File: src/rtl/uart_tx_arb.sv
// Round-robin arbiter sharing the UART TX FIFO write port among NREQ byte
// producers, with per-packet ownership locking and a stalled-owner timeout.
module uart_tx_arb #(
  parameter int NREQ    = 4,
  parameter int LOCK_TO = 1024,
  parameter int CW      = 11
) (
  input  logic                    clk,
  input  logic                    reset_n,
  input  logic [NREQ-1:0]         req,
  input  logic [NREQ-1:0]         last,
  input  logic [NREQ*8-1:0]       data,
  output logic [NREQ-1:0]         ack,
  input  logic                    tx_full,
  output logic                    wr_uart,
  output logic [7:0]              w_data,
  output logic                    busy,
  output logic [$clog2(NREQ)-1:0] owner,
  output logic                    lock_timeout
);

  localparam int          OW = $clog2(NREQ);
  localparam int unsigned NR = NREQ;

  localparam logic [1:0] S_IDLE  = 2'd0;
  localparam logic [1:0] S_ISSUE = 2'd1;
  localparam logic [1:0] S_LOCK  = 2'd2;

  localparam logic [CW-1:0] TO_LAST = (LOCK_TO == 0) ? '0 : CW'(LOCK_TO - 1);

  logic [1:0]    state;
  logic [OW-1:0] rr_ptr;
  logic [OW-1:0] rr_win;
  logic [OW-1:0] cand;
  logic [OW-1:0] sel;
  logic          rr_hit;
  logic          do_issue;
  logic          last_q;
  logic [CW-1:0] to_cnt;
  logic [7:0]    bytes [NREQ];

  for (genvar g = 0; g < NREQ; g++) begin : g_bytes
    assign bytes[g] = data[8*g +: 8];
  end

  // First requester found scanning upward from the slot after the last winner.
  always_comb begin
    rr_win = '0;
    rr_hit = 1'b0;
    cand   = '0;
    for (int unsigned i = 1; i <= NR; i++) begin
      cand = OW'((32'(rr_ptr) + i) % NR);
      if (!rr_hit && req[cand]) begin
        rr_hit = 1'b1;
        rr_win = cand;
      end
    end
  end

  always_comb begin
    sel      = rr_win;
    do_issue = 1'b0;
    case (state)
      S_IDLE: do_issue = rr_hit && !tx_full;
      S_LOCK: begin
        sel      = owner;
        do_issue = req[owner] && !tx_full;
      end
      default: ;
    endcase
  end

  always_ff @(posedge clk or negedge reset_n) begin
    if (!reset_n) begin
      state        <= S_IDLE;
      rr_ptr       <= OW'(NREQ - 1);
      to_cnt       <= '0;
      last_q       <= 1'b0;
      ack          <= '0;
      wr_uart      <= 1'b0;
      w_data       <= '0;
      busy         <= 1'b0;
      owner        <= '0;
      lock_timeout <= 1'b0;
    end else begin
      wr_uart      <= 1'b0;
      ack          <= '0;
      lock_timeout <= 1'b0;
      if (do_issue) begin
        wr_uart <= 1'b1;
        w_data  <= bytes[sel];
        ack     <= NREQ'(1) << sel;
        owner   <= sel;
        rr_ptr  <= sel;
        last_q  <= last[sel];
        to_cnt  <= '0;
        state   <= S_ISSUE;
        busy    <= 1'b1;
      end else begin
        case (state)
          S_IDLE: busy <= 1'b0;
          S_ISSUE: begin
            to_cnt <= '0;
            if (last_q) begin
              state <= S_IDLE;
              busy  <= 1'b0;
            end else begin
              state <= S_LOCK;
              busy  <= 1'b1;
            end
          end
          S_LOCK: begin
            // Backpressure with the owner still requesting is not a stall.
            if (req[owner]) begin
              to_cnt <= '0;
            end else if (LOCK_TO != 0 && to_cnt == TO_LAST) begin
              lock_timeout <= 1'b1;
              to_cnt       <= '0;
              state        <= S_IDLE;
              busy         <= 1'b0;
            end else begin
              to_cnt <= to_cnt + 1'b1;
            end
          end
          default: begin
            state <= S_IDLE;
            busy  <= 1'b0;
          end
        endcase
      end
    end
  end

endmodule
File: config.mk
export PLATFORM = sky130hd
export DESIGN_NAME = uart_tx_arb
export DESIGN_NICKNAME = d
export VERILOG_FILES = /design/src/rtl/uart_tx_arb.sv
export SDC_FILE = /design/constraint.sdc
export NUM_CORES = 1
export LEC_CHECK = 0
export BUFFER_PORTS_ARGS = -buffer_cell sky130_fd_sc_hd__buf_2
export CORE_ASPECT_RATIO = 0.6
export CORE_UTILIZATION = 25
export DETAILED_ROUTE_END_ITERATION = 6
export GPL_TIMING_DRIVEN = 0
export PLACE_DENSITY = 0.42
export REMOVE_ABC_BUFFERS = 1
export SLEW_MARGIN = 20
export SYNTH_ARGS = -nofsm -noshare
export SYNTH_HDL_FRONTEND = slang
export SYNTH_SLANG_ARGS = --single-unit
File: constraint.sdc
create_clock -name clk -period 5.5 [get_ports clk]
set_clock_uncertainty 0.15 [all_clocks]
set_input_delay 0.275 -clock clk [delete_from_list [all_inputs] [get_ports clk]]
set_output_delay 0.275 -clock clk [all_outputs]
set_load 0.02 [all_outputs]
Word-level counts from Yosys, hierarchy flattened:

Cells that the tools add are included.

* $add $sub $neg: 5
* order comparisons: 7
* equal/unequal tests: 6
* shift operators: 1
* muxes and demuxes: 45
* bitwise operators: 1
* reduce and logical (&&, ||, !) cells: 13

Operator list (count)
* 2-to-1 mux 11 bit: 3
* case mux 11 bit (2 select lines): 1
* 2-to-1 mux 1 bit: 19
* less-than comparator 2 x 3 -> 1 bit, second input constant: 6
* 2-to-1 mux 2 bit: 9
* binary-select mux 8 bit (select 2 bit): 1
* 2-to-1 mux 8 bit: 2
* binary-select mux 1 bit (select 2 bit): 6
* adder 11 x 1 -> 11 bit, second input constant: 1
* == test 11 x 10 -> 1 bit, second input constant: 1
* != test 3 bit, second input constant: 2
* case mux 2 bit (3 select lines): 1
* logical AND 1 bit: 5
* adder 2 x 1 -> 2 bit, second input constant: 2
* adder 2 bit, second input constant: 2
* zero test 1 bit: 4
* 2-to-1 mux 4 bit: 1
* case mux 1 bit (2 select lines): 2
* left shift 1 x 2 -> 4 bit, first input constant: 1
* >= comparator 3 bit, second input constant: 1
* NOT 2 -> 3 bit: 1
* AND reduction 3 bit: 1
* nonzero test 3 bit: 1
* == test 2 x 1 -> 1 bit, second input constant: 1
* other kinds (4): 4

* flip-flop bits (word level): 33
* bits of input ports: 43
* output and inout port bits: 17
* word-level logic and storage cells: 88

Depth between registers and ports, before layout:

Gate-level depths: netlist (run 1).

* depth after elaboration: 18
* depth in mapped cells: 8
* gate-level depth less buffers: 7

Worst setup path after synthesis (run 1):

Ideal clock, no wire load.

* path type: reg-to-reg
* start: register owner[0]
* end: register to_cnt[5]
* setup time: 0.104 ns
* data arrival time: 1.851 ns
* data required time: 5.247 ns
* setup slack: 3.396 ns
* stages on the path, launching flop included: 6
* path buffers: 1
* period minus slack after synthesis: 2.104 ns
* cell sequence: dfrtp_1 > mux4_2 > nand2b_4 > a41o_4 > buf_6 > o41ai_2

* cells in the longest elaborated chain, start to end: 5
* elaborated cells between the ends (all ways): 8
* those cells by class: mux (6); reduce/logical (2)

Ends and longest elaborated chain
* start, declared: RTL line 18 `output logic [$clog2(NREQ)-1:0] owner,`
* start signal, assigned: RTL line 93 `owner <= sel;`
* binary-select mux 1 bit (select 2 bit) (*): RTL line 67, 114
* 2-to-1 mux 1 bit (implied by the code) (*): RTL line 67, 114
* 2-to-1 mux 11 bit or logical AND 1 bit (tied branches): RTL line 114, 67
* case mux 11 bit (2 select lines) or case mux 1 bit (2 select lines) (tied branches): RTL line 100, 63
* 2-to-1 mux 11 bit or nonzero test 3 bit (tied branches)
* end signal, assigned: RTL line 122 `to_cnt <= to_cnt + 1'b1;`
* end, declared: RTL line 39 `logic [CW-1:0] to_cnt;`

Every way passes the cells marked *; elsewhere a longest branch is shown, timed or not. The select of a mux whose other input is x is not followed.
A chain may end at the register's enable or synchronous reset.

Final worst setup path (run 1):

* start: register owner[0]
* end: register owner[0]

* cells in the longest elaborated chain, start to end: 4
* elaborated cells between the ends (all ways): 5
* those cells by class: mux (4); reduce/logical (1)

Ends and longest elaborated chain
* binary-select mux 1 bit (select 2 bit): RTL line 67 `do_issue = req[owner] && !tx_full;`
* 2-to-1 mux 1 bit (implied by the code): RTL line 67
* logical AND 1 bit: RTL line 67
* case mux 1 bit (2 select lines): RTL line 63 `case (state)`
* via do_issue: RTL line 37 `logic do_issue;`

The timed path passes the listed nets, and every way through them passes these cells. The select of a mux whose other input is x is not followed.

==> load_flow_metrics.sql, run 1 <==
INSERT INTO impl_metrics (metric_group, metric, value, unit) VALUES
('clocking', 'numClockSinks', '33', ''),
('drt', 'route.detailed.vias_per_inst', '4.39', ''),
('floorplanning', 'start_util', '25.8', '%'),
('finish', 'drive_gt1_share', '39.2', '%'),
('worst_setup_path', 'setup.worst_path.class', 'reg2reg', ''),
('clocking', 'buffers_inserted_by_post_cts_timing_repair', '0', ''),
('power_and_ir_drop', 'leakage', '0.00116', 'uW'),
('finish', 'layout.cells.non_filler', '349', ''),
('run_status', 'outcome', 'finished, final reports clean', ''),
('synthesis', 'synth_warnings', '0', ''),
('worst_hold_path', 'worst_hold_path_type', 'in2reg', ''),
('worst_setup_path', 'cp_data_required_time', '5.51', 'ns'),
('global_route', 'antenna_found_initial', '0', ''),
('worst_setup_path', 'timing.rr.start', 'owner[0]$_DFFE_PN0N_', ''),
('finish', 'antenna-diode-count', '0', ''),
('finish', 'layout.nets', '288', ''),
('drt', 'antenna_violating_nets_post_route', '0', ''),
('global_route', 'first_global_vias', '1527', ''),
('clocking', 'cts-root-buf', 'sky130_fd_sc_hd__clkbuf_16', ''),
('worst_setup_path', 'regToRegEndpoint', 'owner[0]$_DFFE_PN0N_', ''),
('power_and_ir_drop', 'power-per-cell-area', '499', 'nW/um2'),
('floorplanning', 'num_io_pins', '60', ''),
('sta', 'fin_worst_hold_slack', '0.215', 'ns'),
('drt', 'routed_wl', '4360', 'um'),
('floorplanning', 'die-area', '7870', 'um2'),
('global_route', 'grt_pass1_wl', '7820', 'um'),
('place', 'placed_cells_incl_taps', '340', ''),
('synthesis', 'synth_cell_types', '43', ''),
('drt', 'wirelength_per_cell', '12.5', 'um'),
('worst_setup_path', 'startpoint_type', 'register', ''),
('sta', 'maxClockFrequency', '397', 'MHz'),
('sta', 'fin_tns_setup', '0', 'ns'),
('run', 'max_capacitance_violation_count', '0', ''),
('synthesis', 'post_syn_area', '1880', 'um2'),
('worst_setup_path', 'r2r_setup_slack', '2.98', 'ns'),
('finish', 'final_util', '33.1', '%'),
('synthesis', 'syn_inst', '184', ''),
('global_route', 'groute.usage.overall', '12.8', '%'),
('sta', 'setup_viol', '0', ''),
('global_route', 'grt_overflow', '0', ''),
('sta', 'worst_margin_slew', '0.870', 'ns'),
('clocking', 'worstSkewPairLatency', '0.28', 'ns'),
('sta', 'setup_repair_after_global_routing_missed_its_margin', 'no', ''),
('drt', 'drtPass1Iterations', '4', ''),
('worst_hold_path', 'timing.hold.worst_path_depth', '3', ''),
('global_route', 'pin_count_of_the_biggest_net_entering_global_routing', '34', ''),
('clocking', 'clockBufferDepth', '2', ''),
('drt', 'dr_drc_count', '0', ''),
('clocking', 'clock_tree_from_tritoncts', 'built', ''),
('worst_hold_path', 'timing.hold.worst.start', 'tx_full', ''),
('place', 'post-dp-hpwl', '3150', 'um'),
('drt', 'drt_iter0_drc', '65', ''),
('sta', 'timing.final.hold_violations', '0', ''),
('floorplanning', 'die_w', '114', 'um'),
('drt', 'via_count', '1532', ''),
('synthesis', 'ys_seq_elements', '33', ''),
('sta', 'slew_headroom', '42.0', '%'),
('sta', 'timing.final.crit_period', '2.52', 'ns'),
('power_and_ir_drop', 'worst_ir_drop_vdd', '0.000142', 'V'),
('worst_setup_path', 'worst-r2r-cell-count', '5', ''),
('worst_hold_path', 'sink_of_the_worst_hold_path', 'state[1]$_DFFE_PN0P_', ''),
('synthesis', 'ys_seq_area_share', '44.1', '%'),
('clocking', 'total_clock_buffers_created_by_cts', '5', ''),
('clocking', 'htree_num_levels', '2', ''),
('floorplanning', 'core_area', '7270', 'um2'),
('worst_setup_path', 'worst_ep_arrival_time', '2.53', 'ns'),
('synthesis', 'postSynthAreaPerCell', '10.2', 'um2'),
('sta', 'finalMaxSlewViolations', '0', ''),
('finish', 'syn2layout_area_growth', '28.0', '%'),
('place', 'globalplace.congestion', '0.723', ''),
('sta', 'min_period_over_period', '45.7', '%'),
('worst_setup_path', 'critical_path.max_fanout', '24', ''),
('place', 'port_buffers', '59', ''),
('clocking', 'clkSlewWorstSetupHoldPaths', '0.06', 'ns'),
('worst_setup_path', 'critical_path.endpoint_type', 'register', ''),
('floorplanning', 'number_of_cell_rows', '24', ''),
('floorplanning', 'die_height', '69.1', 'um');
==> sequential cells by signal, summed over array words and instances, names as in the netlist <==
signal / flops
state: 2
last_q: 1
busy: 1
to_cnt: 11
wr_uart: 1
w_data: 8
ack: 4
rr_ptr: 2
lock_timeout: 1
owner: 2
==> worst max-delay path, cell delays in order, from the launching register on <==
cell	delay, ns
sky130_fd_sc_hd__dfrtp_1	0.41
sky130_fd_sc_hd__mux4_2	0.57
sky130_fd_sc_hd__and2_4	0.20
sky130_fd_sc_hd__o21ai_4	0.60
sky130_fd_sc_hd__inv_2	0.16
sky130_fd_sc_hd__mux2_2	0.31
==> area by class of cell <==
| cell class | instances | area, um2 |
|---|---|---|
| Tap cell | 104 | 130 |
| Clock inverter | 2 | 10.0 |
| Sequential cell | 33 | 828 |
| Fill cell | 769 | 4860 |
| Timing Repair Buffer | 60 | 305 |
| Inverter | 7 | 26.3 |
| Multi-Input combinational cell | 137 | 975 |
| Clock buffer | 6 | 129 |
==> cells in the mapped netlist, drive strengths merged <==
cell type,count,area [um2]
dfrtp,31,776
o21ai,26,164
nand2,20,75.1
mux2i,19,190
nor2,17,63.8
mux2,11,124
buf,7,56.3
inv,7,26.3
a21oi,6,30.0
nand3,6,30.0
nor3,4,20.0
and3,3,18.8
nand2b,3,28.8
and2,2,15.0
and2b,2,16.3
dfstp,2,52.6
o31ai,2,15.0
o41ai,2,25.0
a211oi,1,7.51
a31oi,1,6.26
a32oi,1,8.76
a41o,1,21.3
and3b,1,8.76
ha,1,12.5
mux4,1,22.5
nor4,1,6.26
o211ai,1,7.51
o221a,1,11.3
o22ai,1,12.5
o32a,1,10.0
or2b,1,7.51
xor2,1,8.76
==> power by group <==
part | internal (uW) | total (uW) | switching, uW
Sequential | 319 | 372 | 53.3
Combinational | 243 | 556 | 313
Clock | 166 | 271 | 105
Total | 728 | 1200 | 471
==> cell families after synthesis <==
family          count (synthesis)  synth area share (%)
fa+ha+maj                       1                 0.666
mux                            31                  17.9
compound gates                 44                  17.0
xor+xnor                        1                 0.466
simple gates                   60                  15.5
buf+inv                        14                  4.40
flops                          33                  44.1
==> repair_timing <==
item / 4_1_cts / 5_1_grt
gates resized for setup: 0 / 0
endpoints found under the hold margin: 31 / 0
hold buffers: 1 / 0
==> worst max-delay path by stage <==
| stage | from | end | slack, ns | cells past startpoint |
|---|---|---|---|---|
| floorplan | owner[0]$_DFFE_PN0N_ | owner[0]$_DFFE_PN0N_ | 3.13 | 5 |
| global placement | state[0]$_DFFE_PN0P_ | w_data[0]$_DFFE_PN0N_ | 2.85 | 6 |
| detailed placement | owner[0]$_DFFE_PN0N_ | owner[0]$_DFFE_PN0N_ | 2.94 | 5 |
| CTS | owner[0]$_DFFE_PN0N_ | owner[0]$_DFFE_PN0N_ | 2.94 | 5 |
| global route | owner[0]$_DFFE_PN0N_ | owner[0]$_DFFE_PN0N_ | 2.77 | 5 |
| finish | owner[0]$_DFFE_PN0N_ | owner[0]$_DFFE_PN0N_ | 2.98 | 5 |
==> cells in the final DEF, fill, tap and decap left out, types with 2 or more instances in the layout <==
| cell type | instances |
|---|---|
| sky130_fd_sc_hd__mux2i_1 | 19 |
| sky130_fd_sc_hd__buf_2 | 59 |
| sky130_fd_sc_hd__nor2_1 | 17 |
| sky130_fd_sc_hd__inv_1 | 6 |
| sky130_fd_sc_hd__and3_1 | 3 |
| sky130_fd_sc_hd__o21ai_2 | 6 |
| sky130_fd_sc_hd__dfstp_2 | 2 |
| sky130_fd_sc_hd__nand3_1 | 6 |
| sky130_fd_sc_hd__a21oi_1 | 6 |
| sky130_fd_sc_hd__o21ai_1 | 3 |
| sky130_fd_sc_hd__nand2_1 | 20 |
| sky130_fd_sc_hd__o21ai_0 | 16 |
| sky130_fd_sc_hd__nor3_1 | 4 |
| sky130_fd_sc_hd__dfrtp_1 | 31 |
| sky130_fd_sc_hd__clkbuf_16 | 5 |
| sky130_fd_sc_hd__clkinv_2 | 2 |
| sky130_fd_sc_hd__o31ai_1 | 2 |
| sky130_fd_sc_hd__mux2_2 | 11 |
==> layer usage <==
layer | vias to the layer above | GRT usage [%] | wire, um
met3 | 4 | 3.78 | 208
met5 | - | 0 | 0
met2 | 37 | 17.5 | 1650
met4 | 0 | 4.33 | 51
met1 | 709 | 18.8 | 2450
li1 | 782 | - | -
==> stage by stage <==
step / setup WS (ns) / instance area [um2] / power (uW)
2_1_floorplan: 3.13 / 1820 / 780
3_3_place_gp: 2.85 / 2250 / 938
3_5_place_dp: 2.94 / 2250 / 941
4_1_cts: 2.94 / 2400 / 1220
5_1_grt: 2.77 / 2400 / 1300
6_report: 2.98 / 2400 / 1200
No activity file was read; power rests on OpenSTA's default activity.
==> run 2: changes to the inputs <==
ABC_AREA = 1   (was not set)
PLACE_DENSITY = 0.41   (was 0.42)
clock period = 2.4 ns   (was 5.5 ns; I/O delays follow)
==> run 2 against run 1 <==
- the run now ends with design-rule violations left
- sequential share of layout area is 7.3 points lower
- final area grew 27%
- critical path depth up 7
- final cell count grew 50%
- critical path type unchanged
- critical endpoint is now to_cnt[1]$_DFFE_PN0P_
==> load_flow_metrics.sql, run 2 <==
INSERT INTO impl_metrics (metric_group, metric, value, unit) VALUES
('clocking', 'htree_num_levels', '2', ''),
('worst_setup_path', 'worst_ep_arrival_time', '2.31', 'ns'),
('sta', 'timing.final.crit_period', '2.30', 'ns'),
('floorplanning', 'number_of_cell_rows', '26', ''),
('sta', 'min_period_over_period', '95.6', '%'),
('global_route', 'grt_overflow', '0', ''),
('drt', 'via_count', '2310', ''),
('sta', 'timing.final.hold_violations', '0', ''),
('place', 'port_buffers', '59', ''),
('finish', 'regMostFlops', 'to_cnt', ''),
('synthesis', 'syn_inst', '336', ''),
('sta', 'maxClockFrequency', '436', 'MHz'),
('worst_setup_path', 'startpoint_type', 'register', ''),
('clocking', 'numClockSinks', '33', ''),
('worst_hold_path', 'worst_hold_path_type', 'in2reg', ''),
('floorplanning', 'start_util', '26.1', '%'),
('sta', 'worst_margin_slew', '0.784', 'ns'),
('global_route', 'grt_pass1_wl', '10900', 'um'),
('synthesis', 'yosys_most_used_dff', 'sky130_fd_sc_hd__dfrtp_1', ''),
('global_route', 'groute.usage.overall', '15.0', '%'),
('worst_setup_path', 'critical_path.max_fanout', '11', ''),
('power_and_ir_drop', 'worst_ir_drop_vdd', '0.000521', 'V'),
('clocking', 'cts-root-buf', 'sky130_fd_sc_hd__clkbuf_16', ''),
('power_and_ir_drop', 'leakage', '0.00171', 'uW'),
('finish', 'biggestRegsByFlops', 'to_cnt (11), w_data (8), ack (4)', ''),
('synthesis', 'synth_warnings', '0', ''),
('clocking', 'clock_tree_from_tritoncts', 'built', ''),
('sta', 'finalMaxSlewViolations', '0', ''),
('clocking', 'clkSlewWorstSetupHoldPaths', '0.05', 'ns'),
('place', 'dp_slack', '-0.679', 'ns'),
('finish', 'largest_register_ffs', '11', ''),
('sta', 'setup_viol', '0', ''),
('place', 'globalplace.congestion', '0.791', ''),
('synthesis', 'postSynth.asyncResetShare', '100', '%'),
('finish', 'layout.cells.non_filler', '524', ''),
('floorplanning', 'num_io_pins', '60', ''),
('global_route', 'antenna_found_initial', '0', ''),
('place', 'placed_cells_incl_taps', '496', ''),
('synthesis', 'synthTopCellsByCount', 'sky130_fd_sc_hd__nand2_1, sky130_fd_sc_hd__inv_1, sky130_fd_sc_hd__nand3_1', ''),
('drt', 'drtPass1Iterations', '7', ''),
('drt', 'route.detailed.vias_per_inst', '4.41', ''),
('synthesis', 'ys_seq_area_share', '36.6', '%'),
('drt', 'antenna_violating_nets_post_route', '0', ''),
('clocking', 'worstSkewPairLatency', '0.27', 'ns'),
('run_status', 'outcome', 'finished with violations', ''),
('clocking', 'clockBufferDepth', '2', ''),
('synthesis', 'synth_enable_flop_cells', '0', ''),
('floorplanning', 'die_height', '75.7', 'um'),
('finish', 'most_frequent_standard_cell_in_the_layout_excluding_fill_and_tap_cells', 'sky130_fd_sc_hd__nand2_1', ''),
('sta', 'fin_ws', '0.105', 'ns'),
('synthesis', 'ys_seq_elements', '33', ''),
('place', 'post-dp-hpwl', '4630', 'um'),
('floorplanning', 'core_area', '8650', 'um2'),
('finish', 'syn2layout_area_growth', '34.8', '%'),
('finish', 'antenna-diode-count', '0', ''),
('synthesis', 'post_syn_area', '2260', 'um2'),
('synthesis', 'synth_cell_types', '33', ''),
('clocking', 'total_clock_buffers_created_by_cts', '5', ''),
('finish', 'layout_common_cells', 'sky130_fd_sc_hd__nand2_1, sky130_fd_sc_hd__inv_1, sky130_fd_sc_hd__buf_2', ''),
('synthesis', 'synth.largest_area_cell', 'sky130_fd_sc_hd__dfrtp_1', ''),
('synthesis', 'ys_top_cells_by_area', 'sky130_fd_sc_hd__dfrtp_1, sky130_fd_sc_hd__nand2_1, sky130_fd_sc_hd__inv_1', ''),
('drt', 'dr_drc_count', '2', ''),
('floorplanning', 'die-area', '9450', 'um2'),
('floorplanning', 'die_w', '125', 'um'),
('run', 'max_capacitance_violation_count', '0', ''),
('global_route', 'first_global_vias', '2138', ''),
('synthesis', 'postSynthAreaPerCell', '6.73', 'um2'),
('finish', 'drive_gt1_share', '30.6', '%'),
('run_status', 'violated_checks', 'design-rule violations', ''),
('drt', 'routed_wl', '6990', 'um'),
('worst_setup_path', 'cp_data_required_time', '2.41', 'ns'),
('sta', 'slew_headroom', '47.7', '%'),
('sta', 'setup_repair_after_global_routing_missed_its_margin', 'yes', ''),
('worst_setup_path', 'setup.worst_path.class', 'reg2reg', ''),
('drt', 'drt_iter0_drc', '116', ''),
('worst_setup_path', 'critical_path.endpoint_type', 'register', ''),
('synthesis', 'yosys.cell_count.top_type', 'sky130_fd_sc_hd__nand2_1', ''),
('sta', 'fin_tns_setup', '0', 'ns'),
('drt', 'wirelength_per_cell', '13.3', 'um'),
('global_route', 'pin_count_of_the_biggest_net_entering_global_routing', '34', ''),
('finish', 'layout.nets', '455', ''),
('power_and_ir_drop', 'power-per-cell-area', '1600', 'nW/um2'),
('synthesis', 'yosys.area.top_type_share', '34.3', '%'),
('finish', 'nFillCells', '931', '');
==> run 2: cell types whose count changed in the layout (fill, tap and decap cells not counted), sizes merged, moves of 11 or more <==
| cell | previous run | this run |
|---|---|---|
| nand2 | 20 | 121 |
| inv | 7 | 61 |
| nand3 | 6 | 51 |
| mux2i | 19 | 0 |
| buf | 59 | 75 |
| o21ai | 26 | 14 |
| mux2 | 11 | 0 |
==> run 2: cell type report <==
| cell class | instances | area (um2) | area share, % |
|---|---|---|---|
| Tap cell | 112 | 140 | 4.59 |
| Timing Repair Buffer | 76 | 445 | 14.6 |
| Clock buffer | 8 | 146 | 4.80 |
| Sequential cell | 33 | 828 | 27.2 |
| Inverter | 63 | 245 | 8.04 |
| Multi-Input combinational cell | 232 | 1240 | 40.8 |
==> run 2: kinds of logic (layout without fill, tap and decap cells) <==
logic type / Yosys count / count (layout) / share of synthesized area [%]
buf+inv: 74 / 147 / 14.4
simple gates: 201 / 203 / 40.9
compound gates: 25 / 26 / 6.69
flops: 33 / 33 / 36.6
fa+ha+maj: 1 / 1 / 0.553
xor+xnor: 2 / 2 / 0.774
==> run 2: repair_timing <==
item,4_1_cts,5_1_grt
endpoints found under the setup margin,29,18
hold buffers,1,0
pin swaps,0,8
hold endpoints to repair,31,0
buffers inserted,6,11
gates resized for setup,9,21
cloned,0,3
==> run 2: worst max-delay path: stages, from the launching register on <==
cell	delay (ns)
sky130_fd_sc_hd__dfstp_2	0.60
sky130_fd_sc_hd__clkinv_4	0.11
sky130_fd_sc_hd__buf_4	0.15
sky130_fd_sc_hd__nand2_1	0.06
sky130_fd_sc_hd__nand3_1	0.09
sky130_fd_sc_hd__nand2_1	0.13
sky130_fd_sc_hd__nor2_4	0.05
sky130_fd_sc_hd__nand4_1	0.07
sky130_fd_sc_hd__nand4_1	0.14
sky130_fd_sc_hd__nand2_2	0.23
sky130_fd_sc_hd__inv_1	0.16
sky130_fd_sc_hd__a22oi_1	0.17
sky130_fd_sc_hd__inv_1	0.06
==> run 2: report_power, final <==
group	total, uW	switching [uW]	internal (uW)
Sequential	869	118	751
Clock	640	226	413
Combinational	3370	2220	1160
==> run 2: path summary, 6_finish.rpt <==
path / startpoint / endpoint / slack (ns) / cells after the start
max: rr_ptr[0]$_DFFE_PN1N_ / to_cnt[1]$_DFFE_PN0P_ / 0.10 / 12
min: data[20] / w_data[4]$_DFFE_PN0N_ / 0.08 / 7
max reg2reg: rr_ptr[0]$_DFFE_PN1N_ / to_cnt[1]$_DFFE_PN0P_ / 0.10 / 12
min reg2reg: w_data[6]$_DFFE_PN0N_ / w_data[6]$_DFFE_PN0N_ / 0.33 / 2
max in group asynchronous: reset_n / busy$_DFFE_PN0P_ / 1.28 / 2
min in group asynchronous: reset_n / to_cnt[6]$_DFFE_PN0P_ / 0.31 / 2
==> run 2: per-stage QoR <==
stage	total power [uW]	utilization (%)	hold WS [ns]	area, um2
3_5_place_dp	3450	30.2	0.102	2610
4_1_cts	4310	33.0	0.0782	2850
6_report	4880	35.3	0.0807	3050
3_3_place_gp	3450	30.2	0.113	2610
5_1_grt	5330	35.3	0.102	3050
2_1_floorplan	2690	-	-0.326	2170
==> run 2: routing by layer <==
metal	global-route usage, %	routed length [um]	up-vias
met5	0	0	-
met4	4.94	89	0
met3	3.16	382	9
met2	22.0	2710	61
met1	22.0	3810	1033
li1	-	-	1207
